`config.mk`:
```
export PLATFORM = sky130hd
export DESIGN_NAME = ptw_mem_responder
export DESIGN_NICKNAME = d
export VERILOG_FILES = /design/src/rtl/ptw_mem_responder.sv
export SDC_FILE = /design/constraint.sdc
export NUM_CORES = 1
export LEC_CHECK = 0
export BUFFER_PORTS_ARGS = -buffer_cell sky130_fd_sc_hd__buf_2
export CORE_MARGIN = 5
export CORE_UTILIZATION = 45
export CTS_BUF_LIST = sky130_fd_sc_hd__clkbuf_8
export DETAILED_ROUTE_END_ITERATION = 10
export GPL_ROUTABILITY_DRIVEN = 0
export GPL_TIMING_DRIVEN = 0
export PLACE_DENSITY = 0.8
export SETUP_SLACK_MARGIN = 0.2
export SLEW_MARGIN = 20
export SYNTH_ARGS = -nofsm -noshare
export SYNTH_HDL_FRONTEND = slang
export SYNTH_SLANG_ARGS = --single-unit
```
`constraint.sdc`:
```
create_clock -name clk -period 3.2 [get_ports clk]
set_clock_uncertainty 0.15 [all_clocks]
set_input_delay 0.64 -clock clk [delete_from_list [all_inputs] [get_ports clk]]
set_output_delay 0.64 -clock clk [all_outputs]
set_load 0.05 [all_outputs]
```
`src/rtl/ptw_mem_responder.sv`:
```
// ptw_mem_responder
// Responder end of the MMU page-table-walk read interface. Each accepted PTE
// read becomes exactly one doubleword read on a valid/ready memory port; the
// PTE (or an error with data 0) comes back as a one-cycle response pulse.
// XLEN=64 selects Sv39 (full doubleword), XLEN=32 selects Sv32 (word chosen
// by address bit 2). Memory latency is variable and bounded by TIMEOUT_CYCLES.
// Optional build macro PTW_PMA_CHECK_EN restricts legal PTE addresses to a
// fixed physical region checked at accept time.
// All outputs are registered; reset is synchronous, active-low.
module ptw_mem_responder #(
  parameter int XLEN           = 64,
  parameter int MEM_W          = 64,
  parameter int TIMEOUT_CYCLES = 64
) (
  input  logic             clk,
  input  logic             reset_n,
  input  logic             ptw_req_valid,
  input  logic [XLEN-1:0]  ptw_req_addr,
  output logic             ptw_req_ready,
  output logic [XLEN-1:0]  ptw_resp_data,
  output logic             ptw_resp_valid,
  output logic             ptw_resp_err,
  output logic             mem_req_valid,
  output logic [XLEN-1:0]  mem_req_addr,
  input  logic             mem_req_ready,
  input  logic             mem_resp_valid,
  input  logic [MEM_W-1:0] mem_resp_data,
  output logic             busy
);

  // Counter just wide enough to reach TIMEOUT_CYCLES-1.
  localparam int CNT_W = (TIMEOUT_CYCLES > 1) ? $clog2(TIMEOUT_CYCLES) : 1;
  localparam logic [CNT_W-1:0] CNT_LAST = CNT_W'(TIMEOUT_CYCLES - 1);

  typedef enum logic [1:0] {
    ST_IDLE = 2'd0,
    ST_REQ  = 2'd1,
    ST_WAIT = 2'd2,
    ST_RESP = 2'd3
  } state_e;

  state_e            state_r;
  state_e            state_nxt_s;
  logic [CNT_W-1:0]  cnt_r;
  logic [CNT_W-1:0]  cnt_nxt_s;

  logic              accept_s;
  logic              misalign_s;
  logic              pma_fault_s;
  logic              reject_s;
  logic              timeout_s;
  logic [MEM_W-1:0]  shifted_s;
  logic [XLEN-1:0]   dsel_s;

  logic              ptw_req_ready_r;
  logic              ptw_resp_valid_r;
  logic              ptw_resp_err_r;
  logic [XLEN-1:0]   ptw_resp_data_r;
  logic              mem_req_valid_r;
  logic [XLEN-1:0]   mem_req_addr_r;
  logic              busy_r;
  logic              word_hi_r;

  logic              resp_err_nxt_s;
  logic [XLEN-1:0]   resp_data_nxt_s;

  assign ptw_req_ready  = ptw_req_ready_r;
  assign ptw_resp_valid = ptw_resp_valid_r;
  assign ptw_resp_err   = ptw_resp_err_r;
  assign ptw_resp_data  = ptw_resp_data_r;
  assign mem_req_valid  = mem_req_valid_r;
  assign mem_req_addr   = mem_req_addr_r;
  assign busy           = busy_r;

  // A request is only ever taken in IDLE, where the registered ready is high.
  assign accept_s  = (state_r == ST_IDLE) && ptw_req_valid;
  assign reject_s  = misalign_s || pma_fault_s;
  assign timeout_s = (cnt_r == CNT_LAST);

`ifdef PTW_PMA_CHECK_EN
  // Legal PTE region; offset compare keeps the check a single unsigned test.
  localparam logic [XLEN-1:0] PMA_BASE = '0;
  localparam logic [XLEN-1:0] PMA_SIZE = XLEN'(64'h0000_0000_0010_0000);
  logic [XLEN-1:0] pma_off_s;
  assign pma_off_s   = ptw_req_addr - PMA_BASE;
  assign pma_fault_s = (pma_off_s >= PMA_SIZE);
`else
  assign pma_fault_s = 1'b0;
`endif

  // PTE alignment depends on PTE size: 8 bytes for Sv39, 4 bytes for Sv32.
  always_comb begin
    misalign_s = 1'b0;
    if (XLEN == 32) begin
      misalign_s = (ptw_req_addr[1:0] != 2'b00);
    end else begin
      misalign_s = (ptw_req_addr[2:0] != 3'b000);
    end
  end

  // Pick the PTE out of the returned doubleword (upper word for Sv32 addr[2]=1).
  always_comb begin
    shifted_s = mem_resp_data >> (word_hi_r ? 7'd32 : 7'd0);
    dsel_s    = shifted_s[XLEN-1:0];
  end

  // Next-state logic for the single-outstanding-request sequencer.
  always_comb begin
    state_nxt_s = state_r;
    case (state_r)
      ST_IDLE: begin
        if (accept_s) begin
          if (reject_s) begin
            state_nxt_s = ST_RESP;
          end else begin
            state_nxt_s = ST_REQ;
          end
        end else begin
          state_nxt_s = ST_IDLE;
        end
      end
      ST_REQ: begin
        if (mem_req_ready) begin
          state_nxt_s = ST_WAIT;
        end else begin
          state_nxt_s = ST_REQ;
        end
      end
      ST_WAIT: begin
        // A response landing on the timeout cycle still wins.
        if (mem_resp_valid) begin
          state_nxt_s = ST_RESP;
        end else if (timeout_s) begin
          state_nxt_s = ST_RESP;
        end else begin
          state_nxt_s = ST_WAIT;
        end
      end
      ST_RESP: begin
        state_nxt_s = ST_IDLE;
      end
      default: begin
        state_nxt_s = ST_IDLE;
      end
    endcase
  end

  // Wait counter: zero outside WAIT so it starts from 0 on every WAIT entry.
  always_comb begin
    cnt_nxt_s = '0;
    case (state_r)
      ST_WAIT: begin
        cnt_nxt_s = cnt_r + CNT_W'(1);
      end
      default: begin
        cnt_nxt_s = '0;
      end
    endcase
  end

  // Response payload: error responses carry zero so the MMU sees V=0.
  always_comb begin
    resp_err_nxt_s  = 1'b0;
    resp_data_nxt_s = ptw_resp_data_r;
    case (state_r)
      ST_IDLE: begin
        if (accept_s && reject_s) begin
          resp_err_nxt_s  = 1'b1;
          resp_data_nxt_s = '0;
        end else begin
          resp_data_nxt_s = ptw_resp_data_r;
        end
      end
      ST_WAIT: begin
        if (mem_resp_valid) begin
          resp_err_nxt_s  = 1'b0;
          resp_data_nxt_s = dsel_s;
        end else if (timeout_s) begin
          resp_err_nxt_s  = 1'b1;
          resp_data_nxt_s = '0;
        end else begin
          resp_data_nxt_s = ptw_resp_data_r;
        end
      end
      default: begin
        resp_data_nxt_s = ptw_resp_data_r;
      end
    endcase
  end

  // State register.
  always_ff @(posedge clk) begin
    if (!reset_n) begin
      state_r <= ST_IDLE;
    end else begin
      state_r <= state_nxt_s;
    end
  end

  // Timeout counter register.
  always_ff @(posedge clk) begin
    if (!reset_n) begin
      cnt_r <= '0;
    end else begin
      cnt_r <= cnt_nxt_s;
    end
  end

  // Registered handshake/status outputs, decoded from the next state.
  always_ff @(posedge clk) begin
    if (!reset_n) begin
      ptw_req_ready_r  <= 1'b1;
      ptw_resp_valid_r <= 1'b0;
      mem_req_valid_r  <= 1'b0;
      busy_r           <= 1'b0;
    end else begin
      ptw_req_ready_r  <= (state_nxt_s == ST_IDLE);
      ptw_resp_valid_r <= (state_nxt_s == ST_RESP);
      mem_req_valid_r  <= (state_nxt_s == ST_REQ);
      busy_r           <= (state_nxt_s != ST_IDLE);
    end
  end

  // Response data/error registers; data holds between pulses.
  always_ff @(posedge clk) begin
    if (!reset_n) begin
      ptw_resp_err_r  <= 1'b0;
      ptw_resp_data_r <= '0;
    end else begin
      ptw_resp_err_r  <= resp_err_nxt_s;
      ptw_resp_data_r <= resp_data_nxt_s;
    end
  end

  // Latch the doubleword address and Sv32 word select when a request is forwarded.
  always_ff @(posedge clk) begin
    if (!reset_n) begin
      mem_req_addr_r <= '0;
      word_hi_r      <= 1'b0;
    end else if (accept_s && !reject_s) begin
      mem_req_addr_r <= {ptw_req_addr[XLEN-1:3], 3'b000};
      word_hi_r      <= (XLEN == 32) ? ptw_req_addr[2] : 1'b0;
    end else begin
      mem_req_addr_r <= mem_req_addr_r;
      word_hi_r      <= word_hi_r;
    end
  end

endmodule

```
; Yosys cells after proc, flatten, opt, wreduce, memory -nomap -nowiden
; Index checks and enable logic that the tools add are counted.
[classes]
reduce_logical = 11
muxes = 14
n_eq_ne = 8
add_sub_neg = 1
[op_table]
columns = operator, count
row1 = $mux W64, 3
row2 = $pmux W64 S2, 1
row3 = $pmux W2 S4, 1
row4 = $add A6 B1 Y6 const B, 1
row5 = $eq A2 B2 Y1 const B, 3
row6 = $eq A6 B6 Y1 const B, 1
row7 = $mux W2, 3
row8 = $mux W1, 5
row9 = $eq A2 B1 Y1 const B, 2
row10 = $logic_not A2 Y1, 2
row11 = $reduce_bool A2 Y1, 2
row12 = $logic_and A1 B1 Y1, 3
row13 = $ne A3 B3 Y1 const B, 1
row14 = $reduce_and A3 Y1, 1
row15 = $reduce_bool A3 Y1, 1
row16 = $ne A2 B1 Y1 const B, 1
row17 = $pmux W1 S2, 1
row18 = $reduce_and A2 Y1, 1
row19 = $logic_not A1 Y1, 1
[totals]
elab_cells = 43
output_inout_bits = 133
input_bits = 133
reg_bits = 138

; Longest topological paths before layout
; Gate-level depths: netlist of run 1.
[logic_depth]
depth_word = 5
mapped_depth = 6
ltp_nobuf = 4

; Worst setup path after synthesis of run 1
; No wires, ideal clock.
[synth_timing]
kind = input port to flip-flop
startpoint = input ptw_req_addr[1]
endpoint = register ptw_resp_data_r[0], in the netlist ptw_resp_data[0]
cell_stages = 5
t_required_ns = 2.989
arrival_ns = 1.745
setup_slack_ns = 1.243
path_buffers = 2
setup_time_ns = 0.061
cell_sequence = or3_1 -> buf_6 -> a22oi_4 -> buf_6 -> a32o_1
[synth_via]
elab_chain_cells = 4
[synth_rtl]
columns = element, line
row1 = "start, declared", 18  ; input logic [XLEN-1:0] ptw_req_addr,
row2 = $reduce_bool A3 Y1, 97  ; misalign_s = (ptw_req_addr[2:0] != 3'b000);
row3 = $logic_and A1 B1 Y1, 167  ; if (accept_s && reject_s) begin
row4 = $ne A2 B1 Y1 (no line), -
row5 = $reduce_and A3 Y1 (no line), -
row6 = "end signal, assigned", 231  ; ptw_resp_data_r <= resp_data_nxt_s;
row7 = "end, declared", 58  ; logic [XLEN-1:0] ptw_resp_data_r;
; No other way between the ends.
; A chain may end at the register's enable or synchronous reset.

; Worst setup path in the final report of run 1
[layout_timing]
startpoint = register state_r[0]
endpoint = register ptw_resp_data_r[17], in the netlist ptw_resp_data[17]
[layout_via]
elab_chain_cells = 5
elab_cells_between_ends = 9
classes_between = eq/ne: 3 / mux: 1 / reduce/logical: 5
[layout_rtl]
columns = element, line
row1 = "start, declared", 42  ; state_e state_r;
row2 = "start signal, assigned", 196  ; state_r <= state_nxt_s;
row3 = $logic_not A2 Y1, "76, 165"
row4 = $logic_and A1 B1 Y1, 76  ; assign accept_s = (state_r == ST_IDLE) && ptw_req_valid;
row5 = $logic_and A1 B1 Y1, 167
row6 = $ne A2 B1 Y1 (no line), -
row7 = $reduce_and A3 Y1 (no line), -
; Several ways; a longest one is shown, not always the timed one.

==> impl_metrics.py, run 1 <==
metrics = {
    "route": {
        "drc": 0,
        "vias": 4963,
        "dr.first_iter.drc_count": 268,
        "wl_per_cell_um": 16.33,
        "ant_nets": 0,
        "viasPerCell": 5.365,
        "drtPass1Iterations": 5,
        "wl_um": 15100,
    },
    "cells_and_area": {
        "finalInstanceArea_sq_mm": 0.006890,
        "fillers": 905,
        "drive_above_1_share": 0.4191,
        "antennaDiodeCount": 0,
        "multi_input_area_sq_mm": 0.001869,
        "seq_area_sq_mm": 0.002763,
        "syn2layout_area_growth_pct": 39.63,
        "utilization": 0.6384,
        "finalNetCount": 906,
        "fin_cells": 925,
    },
    "critical_path": {
        "crit_start": "state_r[0]",
        "end_kind": "register",
        "r2r_end": "ptw_resp_data[17]",
        "cp-endpoint": "ptw_resp_data[17]",
        "r2r_slack_ps": 1170,
        "r2r_start": "state_r[0]",
        "reg2reg_depth": 5,
        "worstPathArrival_ps": 2230,
        "critPathRequiredTime_ps": 3400,
        "worst_setup_path_start_kind": "register",
        "critPathKind": "register to register",
        "cp_max_fo": 10,
    },
    "logic_synthesis": {
        "synth_compound_area_frac": 0.2731,
        "netlist-cell-type-count": 36,
        "avgSynthCellArea_sq_um": 10.09,
        "synth-simple-area-share": 0.09457,
        "netlist_area_sq_mm": 0.004935,
        "ys_ff_latch": 138,
        "synthCells": 489,
        "yosys.area_share.adder": 0.002535,
        "muxShareOfSynthArea": 0,
        "synth-seq-area-share": 0.5598,
        "synth-xor-area-share": 0.005325,
        "synth_top_family_by_area": "compound AO/OA/AOI/OAI gates",
        "yosysWarnings": 0,
    },
    "die": {
        "rows": 38,
        "initial_utilization": 0.4572,
        "chipHeight_um": 114.7,
        "die_area_sq_mm": 0.01316,
        "io_pins": 266,
        "core-area_sq_mm": 0.01079,
        "die_width_um": 114.7,
    },
    "status": {
        "status": "completed",
    },
    "cts": {
        "cts_tree": "built",
        "clock_path_buffers": 2,
        "cts-root-buf": "clkbuf_8",
        "post_cts_resized": 0,
        "cts_made_buffers": 17,
        "worstSkewPairLatency_ps": 410,
        "clkTransAtPathRegs_ps": 80,
        "htree_levels": 4,
        "hold_buffers": 0,
        "cts.sinks": 138,
        "postCtsSetupRepairBufs": 0,
    },
    "pwr": {
        "p_total_mw": 4.032,
        "pwr-share-seq": 0.448,
        "combinationalPowerShare": 0.160,
        "power_leakage_nw": 3.146,
        "vdd_drop_max_uv": 252.6,
        "clkPwrFrac": 0.392,
        "p_sw_frac": 0.2807,
        "internal_power_mw": 2.901,
        "p_switching_mw": 1.132,
        "p_per_area_mw_per_mm2": 585.2,
    },
    "grt": {
        "grt_pass1_vias": 4867,
        "grt_max_degree": 17,
        "grt_pass1_wl_um": 23520,
        "grt-ovfl-total": 0,
        "antenna_found_initial": 0,
        "gr-usage-all-layers": 0.2203,
    },
    "placed_design": {
        "dp_slack_ps": 625.9,
        "placed_area_sq_mm": 0.006429,
        "dp_cells": 893,
        "portBuffers": 262,
        "hpwl_um": 11510,
    },
    "timing": {
        "worst_slack_ps": 1170,
        "slew_violations": 0,
        "finalHoldViolCount": 0,
        "max_slew.worst_pin.slew_ps": 723.0,
        "setup_viol": 0,
        "hold_slack_ps": 281.9,
        "fin_crit_sh": 0.6343,
        "period_needed_ps": 2030,
        "slew_headroom": 0.5154,
        "fmax_ghz": 0.4927,
        "fin_setup_tns_ps": 0,
        "rsz0062_at_grt": "no",
    },
    "flow_run": {
        "maxCapViolCount": 0,
    },
    "min_path": {
        "min_path_type": "input port to register",
    },
}
[sequential cells by signal, summed over array words and instances, names as in the netlist]
register        flops
ptw_resp_data      64
mem_req_addr       61
cnt_r               6
state_r             2
busy                1
mem_req_valid       1
ptw_req_ready       1
ptw_resp_err        1
ptw_resp_valid      1
[placed cells by master, fill, tap and decap left out, types with 2 or more instances in the layout]
cell type   netlist  final
o21ai_0          62     62
nor2_1            7      7
inv_1             3      4
xor2_1            2      2
dfxtp_1         138    138
nor2_2            2      2
a21oi_1          62     62
conb_1            1      3
buf_6             7      7
buf_4             4      4
clkinvlp_4        0      4
a32o_1           64     64
clkbuf_8          0     21
nand3_1          64     64
bufinv_16         0      4
nand2_1           3      3
and3_1            2      2
buf_1             6      6
o311a_1           2      2
or3_1             3      3
clkbuf_1         21     21
buf_2            18    280
[synth_stat cells, drive strengths merged]
cell type | number | area (sq um)
and3 | 2 | 12.51
nand3b | 1 | 7.510
buf | 35 | 221.5
and3b | 1 | 8.760
xnor2 | 1 | 8.760
or3b | 1 | 8.760
dfxtp | 138 | 2763
o221ai | 1 | 8.760
nand3 | 64 | 320.3
or3 | 3 | 18.77
ha | 1 | 12.51
nor3b | 1 | 7.510
xor2 | 2 | 17.52
clkbuf | 21 | 78.83
nand2 | 3 | 11.26
a21oi | 62 | 310.3
nand2b | 1 | 6.260
nor2 | 9 | 38.79
o221a | 1 | 11.26
a32oi | 1 | 8.760
o21ai | 62 | 310.3
a32o | 64 | 640.6
and4b | 1 | 10.01
o31a | 1 | 8.760
and2 | 1 | 6.260
a211oi | 1 | 7.510
a22oi | 1 | 21.27
nor3 | 2 | 10.01
o311a | 2 | 20.02
inv | 4 | 15.01
conb | 1 | 3.750
[area by class of cell]
type                            count  area share
Clock buffer                       21     0.04195
Inverter                            4    0.002179
Timing Repair Buffer              262      0.1903
Multi-Input combinational cell    293      0.2713
Clock inverter                     11     0.02433
Sequential cell                   138      0.4009
Tap cell                          140     0.02542
Buffer                             56     0.04358
[per-layer routing]
metal  track usage  vias to the layer above  routed length, um
li1              -                     2411                  -
met3       0.08245                       17               1660
met1        0.2481                     2307               5698
met5             0                        -                  0
met4       0.06260                        0                175
met2        0.3900                      228               7569
[worst min path at each step]
| stage | from | endpoint | cells after the start |
|---|---|---|---|
| after floorplan | cnt_r[0] | cnt_r[0] | 1 |
| after global placement | cnt_r[0] | cnt_r[0] | 1 |
| after global routing | mem_resp_data[24] | ptw_resp_data[24] | 2 |
| final | mem_resp_data[5] | ptw_resp_data[5] | 2 |
| after CTS | mem_resp_data[2] | ptw_resp_data[2] | 2 |
| after detailed placement | mem_req_addr[29] | mem_req_addr[29] | 2 |
[power groups by stage]
stage / combinational (mW) / clock (mW) / sequential, mW
2_1_floorplan: 0.240 / 0 / 2.03
3_3_place_gp: 0.630 / 0 / 1.84
3_5_place_dp: 0.645 / 0 / 1.84
4_1_cts: 0.647 / 1.62 / 1.80
5_1_grt: 0.693 / 1.70 / 1.81
6_report: 0.646 / 1.58 / 1.80
[critical path, stage by stage (launching register included)]
cell,delay (ps)
dfxtp_1,340
buf_4,160
and3b_1,240
nor2_2,390
clkbuf_1,430
a32o_1,250
[cells by family (layout without fill, tap and decap cells)]
family / count (synthesis) / after routing
flops: 138 / 138
xor+xnor: 3 / 3
fa+ha+maj: 1 / 1
compound gates: 196 / 196
other cells: 1 / 3
buf+inv: 60 / 354
simple gates: 90 / 90
No activity file was read; power rests on OpenSTA's default activity.
==> inputs of run 2 (changes only) <==
--- a/config.mk
+++ b/config.mk
@@ -5,14 +5,15 @@
 export SDC_FILE = /design/constraint.sdc
 export NUM_CORES = 1
 export LEC_CHECK = 0
+export ABC_AREA = 1
 export BUFFER_PORTS_ARGS = -buffer_cell sky130_fd_sc_hd__buf_2
 export CORE_MARGIN = 5
-export CORE_UTILIZATION = 45
+export CORE_UTILIZATION = 44
 export CTS_BUF_LIST = sky130_fd_sc_hd__clkbuf_8
 export DETAILED_ROUTE_END_ITERATION = 10
 export GPL_ROUTABILITY_DRIVEN = 0
 export GPL_TIMING_DRIVEN = 0
-export PLACE_DENSITY = 0.8
+export PLACE_DENSITY = 0.79
 export SETUP_SLACK_MARGIN = 0.2
 export SLEW_MARGIN = 20
 export SYNTH_ARGS = -nofsm -noshare
==> constraint.sdc (replaced) <==
create_clock -name clk -period 1.8 [get_ports clk]
set_clock_uncertainty 0.15 [all_clocks]
set_input_delay 0.36 -clock clk [delete_from_list [all_inputs] [get_ports clk]]
set_output_delay 0.36 -clock clk [all_outputs]
set_load 0.05 [all_outputs]
==> impl_metrics.py, run 2 <==
metrics = {
    "timing": {
        "fmax_ghz": 0.6086,
        "period_needed_ps": 1643,
        "setup_viol": 0,
        "fin_crit_sh": 0.9129,
        "max_slew.worst_pin.slew_ps": 511.5,
        "rsz0062_at_grt": "yes",
        "slew_violations": 0,
        "slew_headroom": 0.6590,
        "finalHoldViolCount": 0,
    },
    "pwr": {
        "p_switching_mw": 3.442,
        "pwr-share-seq": 0.384,
        "p_per_area_mw_per_mm2": 995.0,
        "internal_power_mw": 5.630,
        "p_sw_frac": 0.3794,
        "clkPwrFrac": 0.266,
        "combinationalPowerShare": 0.350,
        "p_total_mw": 9.072,
        "vdd_drop_max_uv": 618.7,
        "power_leakage_nw": 4.573,
    },
    "grt": {
        "top_usage_layer": "met2",
        "grt-ovfl-total": 0,
        "use_met1": 0.2913,
        "antenna_found_initial": 1,
        "grt_util_met3": 0.07947,
        "gr-usage-all-layers": 0.2576,
        "grt_use_met2": 0.4471,
        "grt_pass1_vias": 6363,
        "grt_max_degree": 17,
        "grt_pass1_wl_um": 30910,
    },
    "logic_synthesis": {
        "netlist_area_sq_mm": 0.005710,
        "synthCells": 828,
        "netlist-cell-type-count": 24,
        "avgSynthCellArea_sq_um": 6.897,
        "synth-edff-count": 0,
        "synth.largest_area_cell": "dfxtp_1",
        "synth-seq-area-share": 0.4838,
        "yosysWarnings": 0,
        "ys_ff_latch": 138,
        "synth_top_flop_cell": "dfxtp_1",
        "ys_top_cells_by_count": "289 x nor2_1, 141 x nand2_1, 138 x dfxtp_1",
        "synth-async-reset-ratio": 0,
        "yosysTopAreaCellShare": 0.4838,
        "synth_area_leaders": "dfxtp_1 48%, nor2_1 19%, nand2_1 9.3%, o21ai_0 5.5%, nand3_1 3.4%",
        "yosysMostFrequentCell": "nor2_1",
    },
    "critical_path": {
        "worst_setup_path_start_kind": "register",
        "critPathRequiredTime_ps": 2020,
        "cp_common_cell": "nor2_1",
        "cpLargestDelayFamily": "simple AND/OR/NAND/NOR gates",
        "worst_path_max_delay_cell": "dfxtp_2",
        "slowest_delay_ps": 360,
        "r2r_slack_ps": 160,
        "cp_cell_sequence": "ha_4 -> nand3_2 -> nor2_4 -> nand2_4 -> nand3_4 -> clkbuf_16 -> nor2_1 -> nor2_1",
        "end_kind": "register",
        "worstPathArrival_ps": 1870,
        "cp_max_fo": 6,
        "critPathKind": "register to register",
        "crit_buf_inv": 1,
    },
    "die": {
        "io_pins": 266,
        "rows": 41,
        "chipHeight_um": 123.9,
        "die_width_um": 123.9,
        "core-area_sq_mm": 0.01267,
        "initial_utilization": 0.4507,
        "die_area_sq_mm": 0.01536,
    },
    "status": {
        "status": "completed",
    },
    "cells_and_area": {
        "largest_register_ff_count": 64,
        "drive_above_1_share": 0.3514,
        "layout_commonest_cell": "nor2_1",
        "fin_cells": 1371,
        "final_cell_mix": "248 x nor2_1, 184 x buf_2, 136 x nand2_1, 134 x dfxtp_1, 70 x clkbuf_4",
        "finalNetCount": 1319,
        "utilization": 0.7196,
        "syn2layout_area_growth_pct": 59.66,
    },
    "cts": {
        "cts-root-buf": "clkbuf_8",
        "clock_path_buffers": 2,
        "htree_levels": 4,
        "cts.sinks": 138,
        "cts_made_buffers": 17,
        "cts_tree": "built",
        "clkTransAtPathRegs_ps": 90,
        "worstSkewPairLatency_ps": 440,
    },
    "min_path": {
        "min_path_type": "input port to register",
    },
    "route": {
        "drtPass1Iterations": 5,
        "wl_um": 21870,
        "drc": 0,
        "vias": 6859,
        "ant_nets": 0,
        "wl_per_cell_um": 15.95,
        "dr.first_iter.drc_count": 411,
        "viasPerCell": 5.003,
    },
    "placed_design": {
        "dp_cells": 1264,
        "portBuffers": 262,
        "hpwl_um": 13200,
    },
    "flow_run": {
        "maxCapViolCount": 0,
    },
}
[run 2: changes by cell type in the layout (fill, tap and decap cells not counted), sizes merged, moves of 3 or more]
| cell | previous run | this run |
|---|---|---|
| dlygate4sd3 | 0 | 53 |
| clkbuf | 42 | 116 |
| buf | 297 | 244 |
| a21oi | 62 | 5 |
| nand3 | 64 | 42 |
| nor2 | 9 | 294 |
| bufinv | 4 | 1 |
| inv | 5 | 51 |
| nand4 | 0 | 31 |
| nand2 | 3 | 144 |
| a32o | 64 | 0 |
| or3 | 3 | 0 |
[run 2: logic make-up after synthesis]
group                      synth area share
AOI/OAI and AO/OA                   0.06091
adders and majority gates          0.002191
buffers and inverters               0.08238
DFF                                  0.4838
other                             0.0006567
and+or+nand+nor                      0.3701
[run 2: what timing repair did]
item                                   4_1_cts  5_1_grt
pin swaps                                    5       36
cloned                                       2        7
hold buffers                                53        0
gates resized for setup                     52      202
buffers inserted                             7        5
endpoints found under the hold margin       53        0
setup endpoints to repair                  126      202
[run 2: layer usage]
layer | vias to the layer above | share of wire
li1 | 3309 | -
met1 | 3164 | 0.38
met2 | 333 | 0.51
met3 | 53 | 0.090
met4 | 0 | 0.027
met5 | - | 0
[run 2: power by group through the flow]
stage	sequential [mW]	combinational, mW	clock, mW
floorplan	4.48	0.928	0
global placement	3.53	2.52	0
detailed placement	3.53	2.54	0
CTS	3.47	2.72	2.43
global route	3.51	3.39	2.57
finish	3.49	3.17	2.41
[run 2: cell type report]
cell class	instances	area (sq um)
clock inverter	12	100.1
timing repair buffer	334	2321
inverter	48	190.2
clock buffer	20	275.3
antenna	1	2.502
sequential	138	2770
buffer	59	464.2
multi-input combinational	587	2779
fill	952	3553
tap	172	215.2
[run 2: worst paths after layout]
path,start,end,cells past startpoint
worst max-delay path,cnt_r[0],ptw_resp_data[52],8
worst min-delay path,ptw_req_addr[57],mem_req_addr[57],3
worst max register to register,cnt_r[0],ptw_resp_data[52],8
worst min register to register,cnt_r[0],cnt_r[0],1
[run 2: worst reg2reg max path: cells and delay by family, from the launching register on]
family / cells / cell delay, ps
buffers and inverters: 1 / 190
adder cells (fa/ha/maj): 1 / 160
AND/OR/NAND/NOR: 6 / 730
flip-flops: 1 / 360
[run 2: per-stage QoR]
stage               setup TNS (ps)  worst slack, ps  area, sq um  hold slack [ps]
floorplan                        0            319.4         5718            263.2
global placement             -1552           -110.2         7244            278.5
detailed placement           -4099           -164.9         7244            284.3
CTS                              0            175.0         8391           0.2572
global route                     0            100.2         9117            5.838
finish                           0            156.8         9117            13.73
